==> config.mk <==
export PLATFORM = sky130hd
export DESIGN_NAME = seg7_scan_8digits
export DESIGN_NICKNAME = d
export VERILOG_FILES = /design/src/rtl/seg7_pkg.sv /design/src/rtl/seg7_decode.sv /design/src/rtl/seg7_scan_8digits.sv
export SDC_FILE = /design/constraint.sdc
export NUM_CORES = 1
export LEC_CHECK = 0
export ABC_AREA = 1
export CAP_MARGIN = 20
export CORE_MARGIN = 2
export CORE_UTILIZATION = 55
export DETAILED_ROUTE_END_ITERATION = 6
export DONT_BUFFER_PORTS = 1
export PLACE_DENSITY_LB_ADDON = 0.12
export RECOVER_POWER = 50
export SLEW_MARGIN = 20
export SYNTH_ARGS = -nofsm -noshare
export SYNTH_HDL_FRONTEND = slang
export SYNTH_SLANG_ARGS = --single-unit
==> constraint.sdc <==
create_clock -name clk -period 2.6 [get_ports clk]
set_clock_uncertainty 0.05 [all_clocks]
set_input_delay 0.39 -clock clk [delete_from_list [all_inputs] [get_ports clk]]
set_output_delay 0.39 -clock clk [all_outputs]
set_load 0.1 [all_outputs]
==> src/rtl/seg7_pkg.sv <==
// Shared definitions for the 8-digit multiplexed 7-segment scanner:
// digit count, digit index type, active-high glyph constants and the leading-zero helper.
package seg7_pkg;

    localparam int NUM_DIGITS = 8;

    typedef logic [2:0] digit_idx_t;

    // Glyphs are active-high, bit order {g,f,e,d,c,b,a}
    localparam logic [6:0] SEG_0     = 7'h3F;
    localparam logic [6:0] SEG_1     = 7'h06;
    localparam logic [6:0] SEG_2     = 7'h5B;
    localparam logic [6:0] SEG_3     = 7'h4F;
    localparam logic [6:0] SEG_4     = 7'h66;
    localparam logic [6:0] SEG_5     = 7'h6D;
    localparam logic [6:0] SEG_6     = 7'h7D;
    localparam logic [6:0] SEG_7     = 7'h07;
    localparam logic [6:0] SEG_8     = 7'h7F;
    localparam logic [6:0] SEG_9     = 7'h6F;
    localparam logic [6:0] SEG_BLANK = 7'h00;

    // Bit i set when digit i and every digit above it are zero; digit 0 is never blanked
    function automatic logic [NUM_DIGITS-1:0] lz_mask(input logic [4*NUM_DIGITS-1:0] bcd,
                                                       input logic en);
        logic                  run;
        logic [NUM_DIGITS-1:0] mask;
        run  = en;
        mask = '0;
        for (int i = NUM_DIGITS - 1; i > 0; i--) begin
            run     = run && (bcd[4*i +: 4] == 4'd0);
            mask[i] = run;
        end
        return mask;
    endfunction

endpackage

==> src/rtl/seg7_decode.sv <==
// BCD code to active-high 7-segment glyph; codes 10-15 show nothing.
module seg7_decode
    import seg7_pkg::*;
(
    input  logic [3:0] code,
    output logic [6:0] glyph
);

    always_comb begin
        glyph = SEG_BLANK;
        case (code)
            4'd0: glyph = SEG_0;
            4'd1: glyph = SEG_1;
            4'd2: glyph = SEG_2;
            4'd3: glyph = SEG_3;
            4'd4: glyph = SEG_4;
            4'd5: glyph = SEG_5;
            4'd6: glyph = SEG_6;
            4'd7: glyph = SEG_7;
            4'd8: glyph = SEG_8;
            4'd9: glyph = SEG_9;
            default: glyph = SEG_BLANK;
        endcase
    end

endmodule

==> src/rtl/seg7_scan_8digits.sv <==
// Eight-digit multiplexed 7-segment driver with frame-atomic updates,
// anti-ghost blanking at each slot start and optional leading-zero suppression.
module seg7_scan_8digits
    import seg7_pkg::*;
#(
    parameter int CLK_HZ         = 50_000_000,
    parameter int SCAN_HZ        = 1000,
    parameter int BLANK_CYC      = 16,
    parameter bit ACTIVE_LOW_SEG = 1'b1,
    parameter bit ACTIVE_LOW_AN  = 1'b1
) (
    input  logic        clk,
    input  logic        rst_n,
    input  logic [31:0] bcd_in,
    input  logic [7:0]  dp_in,
    input  logic        load,
    input  logic        blank_lz,
    output logic [6:0]  seg_out,
    output logic        dp_out,
    output logic [7:0]  an_out,
    output logic        frame_done
);

    localparam int DIV   = CLK_HZ / SCAN_HZ;
    localparam int CNT_W = (DIV > 1) ? $clog2(DIV) : 1;

    logic [CNT_W-1:0] cnt;
    digit_idx_t       idx;
    logic [31:0]      act_bcd;
    logic [7:0]       act_dp;
    logic [31:0]      pend_bcd;
    logic [7:0]       pend_dp;
    logic             pend_valid;

    logic             tick;
    logic             boundary;
    logic [3:0]       code;
    logic [6:0]       glyph;
    logic [7:0]       lz;
    logic             blanked;
    logic [6:0]       seg_hi;
    logic             dp_hi;
    logic [7:0]       an_hi;

    assign tick     = (cnt == CNT_W'(DIV - 1));
    assign boundary = tick && (idx == digit_idx_t'(NUM_DIGITS - 1));

    assign code    = act_bcd[{idx, 2'b00} +: 4];
    assign lz      = lz_mask(act_bcd, blank_lz);
    assign blanked = lz[idx];

    seg7_decode u_decode (
        .code  (code),
        .glyph (glyph)
    );

    always_comb begin
        seg_hi = blanked ? SEG_BLANK : glyph;
        dp_hi  = act_dp[idx] && !blanked;
        an_hi  = (cnt < CNT_W'(BLANK_CYC)) ? 8'h00 : (8'b1 << idx);
    end

    // A load landing on the boundary goes straight to active; otherwise it waits in pending
    always_ff @(posedge clk) begin
        if (!rst_n) begin
            cnt        <= '0;
            idx        <= '0;
            act_bcd    <= '0;
            act_dp     <= '0;
            pend_bcd   <= '0;
            pend_dp    <= '0;
            pend_valid <= 1'b0;
            seg_out    <= {7{ACTIVE_LOW_SEG}};
            dp_out     <= ACTIVE_LOW_SEG;
            an_out     <= {8{ACTIVE_LOW_AN}};
            frame_done <= 1'b0;
        end else begin
            cnt <= tick ? '0 : cnt + CNT_W'(1);
            if (tick) begin
                idx <= idx + digit_idx_t'(1);
            end
            if (load && !boundary) begin
                pend_bcd   <= bcd_in;
                pend_dp    <= dp_in;
                pend_valid <= 1'b1;
            end
            if (boundary) begin
                if (load) begin
                    act_bcd <= bcd_in;
                    act_dp  <= dp_in;
                end else if (pend_valid) begin
                    act_bcd <= pend_bcd;
                    act_dp  <= pend_dp;
                end
                pend_valid <= 1'b0;
            end
            seg_out    <= seg_hi ^ {7{ACTIVE_LOW_SEG}};
            dp_out     <= dp_hi ^ ACTIVE_LOW_SEG;
            an_out     <= an_hi ^ {8{ACTIVE_LOW_AN}};
            frame_done <= boundary;
        end
    end

endmodule

After elaboration in Yosys (flattened, before gate mapping) --
Memory sizes are Yosys's and may differ from the RTL's. Cells that the tools add are included.
Storage, ports and cells: bits in registers 117, memory bits (read-only) 112, input port bits 44, output and inout bits 17, logic and storage cells 57, memories kept 1
Memory list:
- (name not given) | words 16, bits a word 7, rd ports 1, clocked after Yosys merged registers in 0, wr ports 0, RTL line seg7_decode.sv:11 | case (code)
Cells by class: $add $sub $neg 2, $lt $le $gt $ge 2, eq/ne operators 2, shift-type cells 2, mux-type cells 10, bitwise operators 4, reduce and logical (&&, ||, !) cells 23
Operators by type and width (number):
- $mux 32 | 2
- $shiftx 32x6->4 | 1
- $logic_not 4->1 | 7
- $mux 8 | 3
- $add 16x1->16 const B | 1
- $eq 16x16->1 const B | 1
- $lt 16x5->1 const B | 1
- $logic_and 1x1->1 | 10
- $not 8->8 | 1
- $shl 1x3->8 const A | 1
- $mux 7 | 1
- $not 7->7 | 1
- $bmux 1 s3 | 2
- $lt 3x4->1 const B | 1
- $reduce_or 2->1 | 2
- $add 3x1->3 const B | 1
- $eq 3x3->1 const B | 1
- $logic_not 1->1 | 2
- $mux 1 | 2
- $not 1->1 | 2
- $reduce_and 2->1 | 1
- $reduce_bool 2->1 | 1

Logic depth before layout (Yosys ltp) --
word-level depth 13, depth in mapped cells 12, mapped depth without buffers 12

Cells and area by module --
Synthesis repeated with hierarchy kept, for this count alone.
Second synthesis, totals: cells, all modules 869, area, all modules 5931.9 um^2
Modules (own cells, without submodules):
- seg7_scan_8digits | instances 1, cells each 830, area an instance 5721.7 um^2, seq. area each 2342.2 um^2
- seg7_decode | instances 1, cells each 39, area an instance 210.2 um^2, seq. area each 0.0 um^2

Worst setup path before layout --
OpenSTA, ideal clock, no wires.
path type register -> register, start point reg idx[0], end point reg seg_out[5], setup time 0.142 ns, arrival time 1.784 ns, required time 2.408 ns, slack 0.624 ns, stages on the path, launching flop included 12, path buffers 2, clock period less this slack 1.976 ns, cells stage by stage dfxtp_1 buf_4 buf_6 nand2_1 nand3_1 nand2_1 o21ai_0 inv_1 ha_1 nand3b_1 nand3_1 nand3_1
On the way: cells in the longest elaborated chain, start to end 4
Ends and longest elaborated chain:
- start: declaration | RTL line seg7_scan_8digits.sv:28 | digit_idx_t idx;
- start signal: assignment | RTL line seg7_scan_8digits.sv:80 | idx <= idx + digit_idx_t'(1);
- $shiftx 32x6->4 or $bmux 1 s3 (tied branches) | RTL line seg7_scan_8digits.sv:48, seg7_scan_8digits.sv:50
- $mem_v2 16x7 or $mux 1 (tied branches)
- $mux 7 (*) | RTL line seg7_scan_8digits.sv:58 | seg_hi = blanked ? SEG_BLANK : glyph;
- $not 7->7 (no source line) (*)
- end signal: assignment | RTL line seg7_scan_8digits.sv:73 | seg_out <= {7{ACTIVE_LOW_SEG}};
- end signal: assignment | RTL line seg7_scan_8digits.sv:97 | seg_out <= seg_hi ^ {7{ACTIVE_LOW_SEG}};
- end: declaration | RTL line seg7_scan_8digits.sv:18 | output logic [6:0] seg_out,
Every way passes the cells marked *; elsewhere a longest branch is shown, timed or not. The select of a mux whose other input is x is not followed. A chain may end at the register's enable or synchronous reset.

Final worst setup path --
start point reg idx[1], end point reg seg_out[5]
The elaborated chain is that of the path after synthesis.

==> metrics <==
status=finished, final reports clean; clk_lat worst skew=between 0.5 and 0.6 ns; Routed Antenna Nets=0; cells on worst reg2reg path=9; Setup violations, final=0; reg2reg setup slack=around 0.18 ns; syn avg cell area=7.63 um^2; Mapped Nets=approximately 830; RSZ-0062 raised after global routing=no; 1st-iter DRT viols=313; CTS root buffer=clkbuf_8; Pwr Total=between 4 and 5 mW; Hold Slack=0.0211 ns; CP Launch Point=idx[1]$_SDFFE_PN0P_; # diodes=0; fin crit period=between 2 and 2.5 ns; crit path launch type=register; final wirelength=approximately 14,000 um; Place WS=between 0.2 and 0.25 ns; crit share post-route=0.932; 1st-pass router iterations=5; maximum clock path buffer count=2; P&R area growth vs syn=16.1%; Post-Syn Instances=slightly below 800; design area=roughly 0.0069 mm^2; PD cells=654 mW/mm^2; Clock Sinks=about 120; CP arrival=2.79 ns; worst-margin pin slew=roughly 1.2 ns; Avg WL per Cell=14.5 um; Most used DFF post-synth=dfxtp_1; Post-synth ARST share=0; final number of hold-violating endpoints=0; first-pass GRT wire length=23,100 um; IO Port Bufs=0; setup ws final=between 0.15 and 0.2 ns; initial antenna violation count=0; Slew Viols, Final=0; cell area after synthesis=approximately 0.0059 mm^2; Placed Area=0.00592 mm^2; DIE HEIGHT=108 um; Worst R2R End=seg_out[5]$_SDFF_PN1_; Std-Cell Rows=37; critical path peak fanout=15; core area=0.0104 mm^2; setup tns final=0 ns; cts bufs inserted=17; Min-Delay Path Depth=2; WS Path Type=register to register; Residual DRC=0; LEAKAGE=about 3.1 nW; largest net degree at the start of global routing=roughly 80; Post-Route Utilization=0.661; # nets final=862; maxcap violations=0; H-Tree Depth=4; Synth cell types=35; CTS tree=built; GRT Total Usage=0.253; setup repair bufs after CTS=0; Synth Register Bits=117; hold path start=load; Hold Path Class=input pin to register; Die ar.=0.0116 mm^2; vias in the first global route=between 4,000 and 5,000; post-synthesis sequential area ratio=0.395; EDFF count, synth=0; I/O pin cnt=61; launch point of the worst reg-to-reg path=idx[1]$_SDFFE_PN0P_; hold worst-path end=pend_bcd[12]$_SDFFE_PN0P_; vias per cell=between 5 and 6; FMAX=~410 MHz; Initial Utilization=0.569; VDD IR-drop max=~0.44 mV; Ys Warns=0; Detail Placement HPWL=~8500 um; Clock transition at path regs=0.06 ns; chip width=between 100 and 150 um; gp weighted congestion=0.832; share of cells above drive strength 1=0.186; CP required=between 2 and 3 ns; Slew HR=0.227; dpl cells=881; Crit. End Element=register; Vias=5,007; aggregate global routing overflow=0; post-route insts no fill=between 900 and 1,000
## layout by cell type, fill, tap and decap left out, types with 5 or more instances in the layout
| cell | count |
|---|---|
| buf_4 | 9 |
| dlygate4sd3_1 | 40 |
| o21ai_0 | 11 |
| a21oi_1 | 15 |
| nand4_1 | 9 |
| inv_1 | 58 |
| clkbuf_16 | 16 |
| mux2_2 | 40 |
| nand3_1 | 86 |
| clkbuf_1 | 5 |
| nor3_1 | 5 |
| dfxtp_1 | 117 |
| nand2_2 | 25 |
| ha_1 | 12 |
| a21oi_2 | 38 |
| nand2_1 | 171 |
| nor2_1 | 117 |
## metal layers
layer	routed length [um]	share of wire	up-vias	GRT usage
met5	0	0	-	0
met3	642	0.047	20	0.0684
met4	229	0.017	0	0.0861
met1	6270	0.45	2319	0.325
li1	-	-	2562	-
met2	6660	0.48	106	0.411
## cells in the mapped netlist (2+ instances only)
cell type | count | area [um^2]
buf_1 | 7 | 26.3
xor2_1 | 3 | 26.3
nor3_1 | 5 | 25.0
nand4_1 | 9 | 56.3
a21oi_2 | 40 | 350
nand3_1 | 86 | 430
ha_1 | 12 | 150
inv_1 | 57 | 214
nand2_4 | 2 | 22.5
nor3b_1 | 2 | 15.0
mux2_2 | 40 | 450
nand2_2 | 40 | 250
or2_2 | 3 | 18.8
nand3b_1 | 3 | 22.5
dfxtp_1 | 117 | 2340
a21oi_1 | 13 | 65.1
o211ai_1 | 3 | 22.5
a211oi_1 | 3 | 22.5
nand2_1 | 154 | 578
nor4_1 | 3 | 18.8
buf_2 | 21 | 105
buf_12 | 4 | 80.1
nor2_1 | 116 | 435
clkinv_1 | 3 | 11.3
clkbuf_1 | 7 | 26.3
buf_4 | 3 | 22.5
o21ai_0 | 11 | 55.1
nor2_2 | 3 | 18.8
## worst max path at each step
| stage | endpoint | slack (ns) | cells past startpoint |
|---|---|---|---|
| floorplan | seg_out[5]$_SDFF_PN1_ | 0.62 | 11 |
| global placement | seg_out[6]$_SDFF_PN1_ | 0.28 | 9 |
| detailed placement | seg_out[5]$_SDFF_PN1_ | 0.23 | 9 |
| CTS | seg_out[5]$_SDFF_PN1_ | 0.21 | 9 |
| global route | seg_out[5]$_SDFF_PN1_ | 0.003 | 9 |
| finish | seg_out[5]$_SDFF_PN1_ | 0.18 | 9 |
## cell type report
class / instances / area (um^2)
fillers: 915 / 3540
multi-input cells: 555 / 3030
flip-flops and latches: 117 / 2340
repair buffers: 53 / 515
clock buffers: 23 / 467
inverters: 62 / 235
well taps: 136 / 170
clock inverters: 9 / 125
## flip-flops by register name, summed over array words and instances (netlist names)
register / cells
act_bcd: 32
pend_bcd: 32
cnt: 16
act_dp: 8
an_out: 8
pend_dp: 8
seg_out: 7
idx: 3
dp_out: 1
frame_done: 1
pend_valid: 1
## worst max-delay path, cell delays in order (launching register included)
cell and delay [ns]:
dfxtp_1 0.68, inv_1 0.12, nand3_1 0.14, nand2_1 0.07
o21ai_0 0.52, inv_1 0.15, ha_1 0.22, nand3b_1 0.17
nand3_1 0.10, nand3_1 0.07
## what timing repair did
item | 4_1_cts | 5_1_grt
hold buffers | 42 | 0
endpoints found under the hold margin | 94 | 0
gates resized for setup | 0 | 0
## where the power goes
part | switching, mW | internal, mW | total, mW | leakage (nW)
logic | 0.125 | 0.140 | 0.265 | 1.85
registers | 0.0617 | 1.84 | 1.90 | 0.953
clock network | 0.808 | 1.53 | 2.34 | 0.288
total | 0.995 | 3.51 | 4.50 | 3.10
## cells by family after synthesis
family,after synthesis,synth area share
adder cells (fa/ha/maj),12,0.0253
flip-flops,117,0.395
multiplexers,40,0.0760
buffers and inverters,105,0.0855
AND/OR/NAND/NOR,428,0.325
XOR/XNOR,3,0.00443
AO/OA/AOI/OAI,72,0.0891
(Power assumes the default switching activity.)
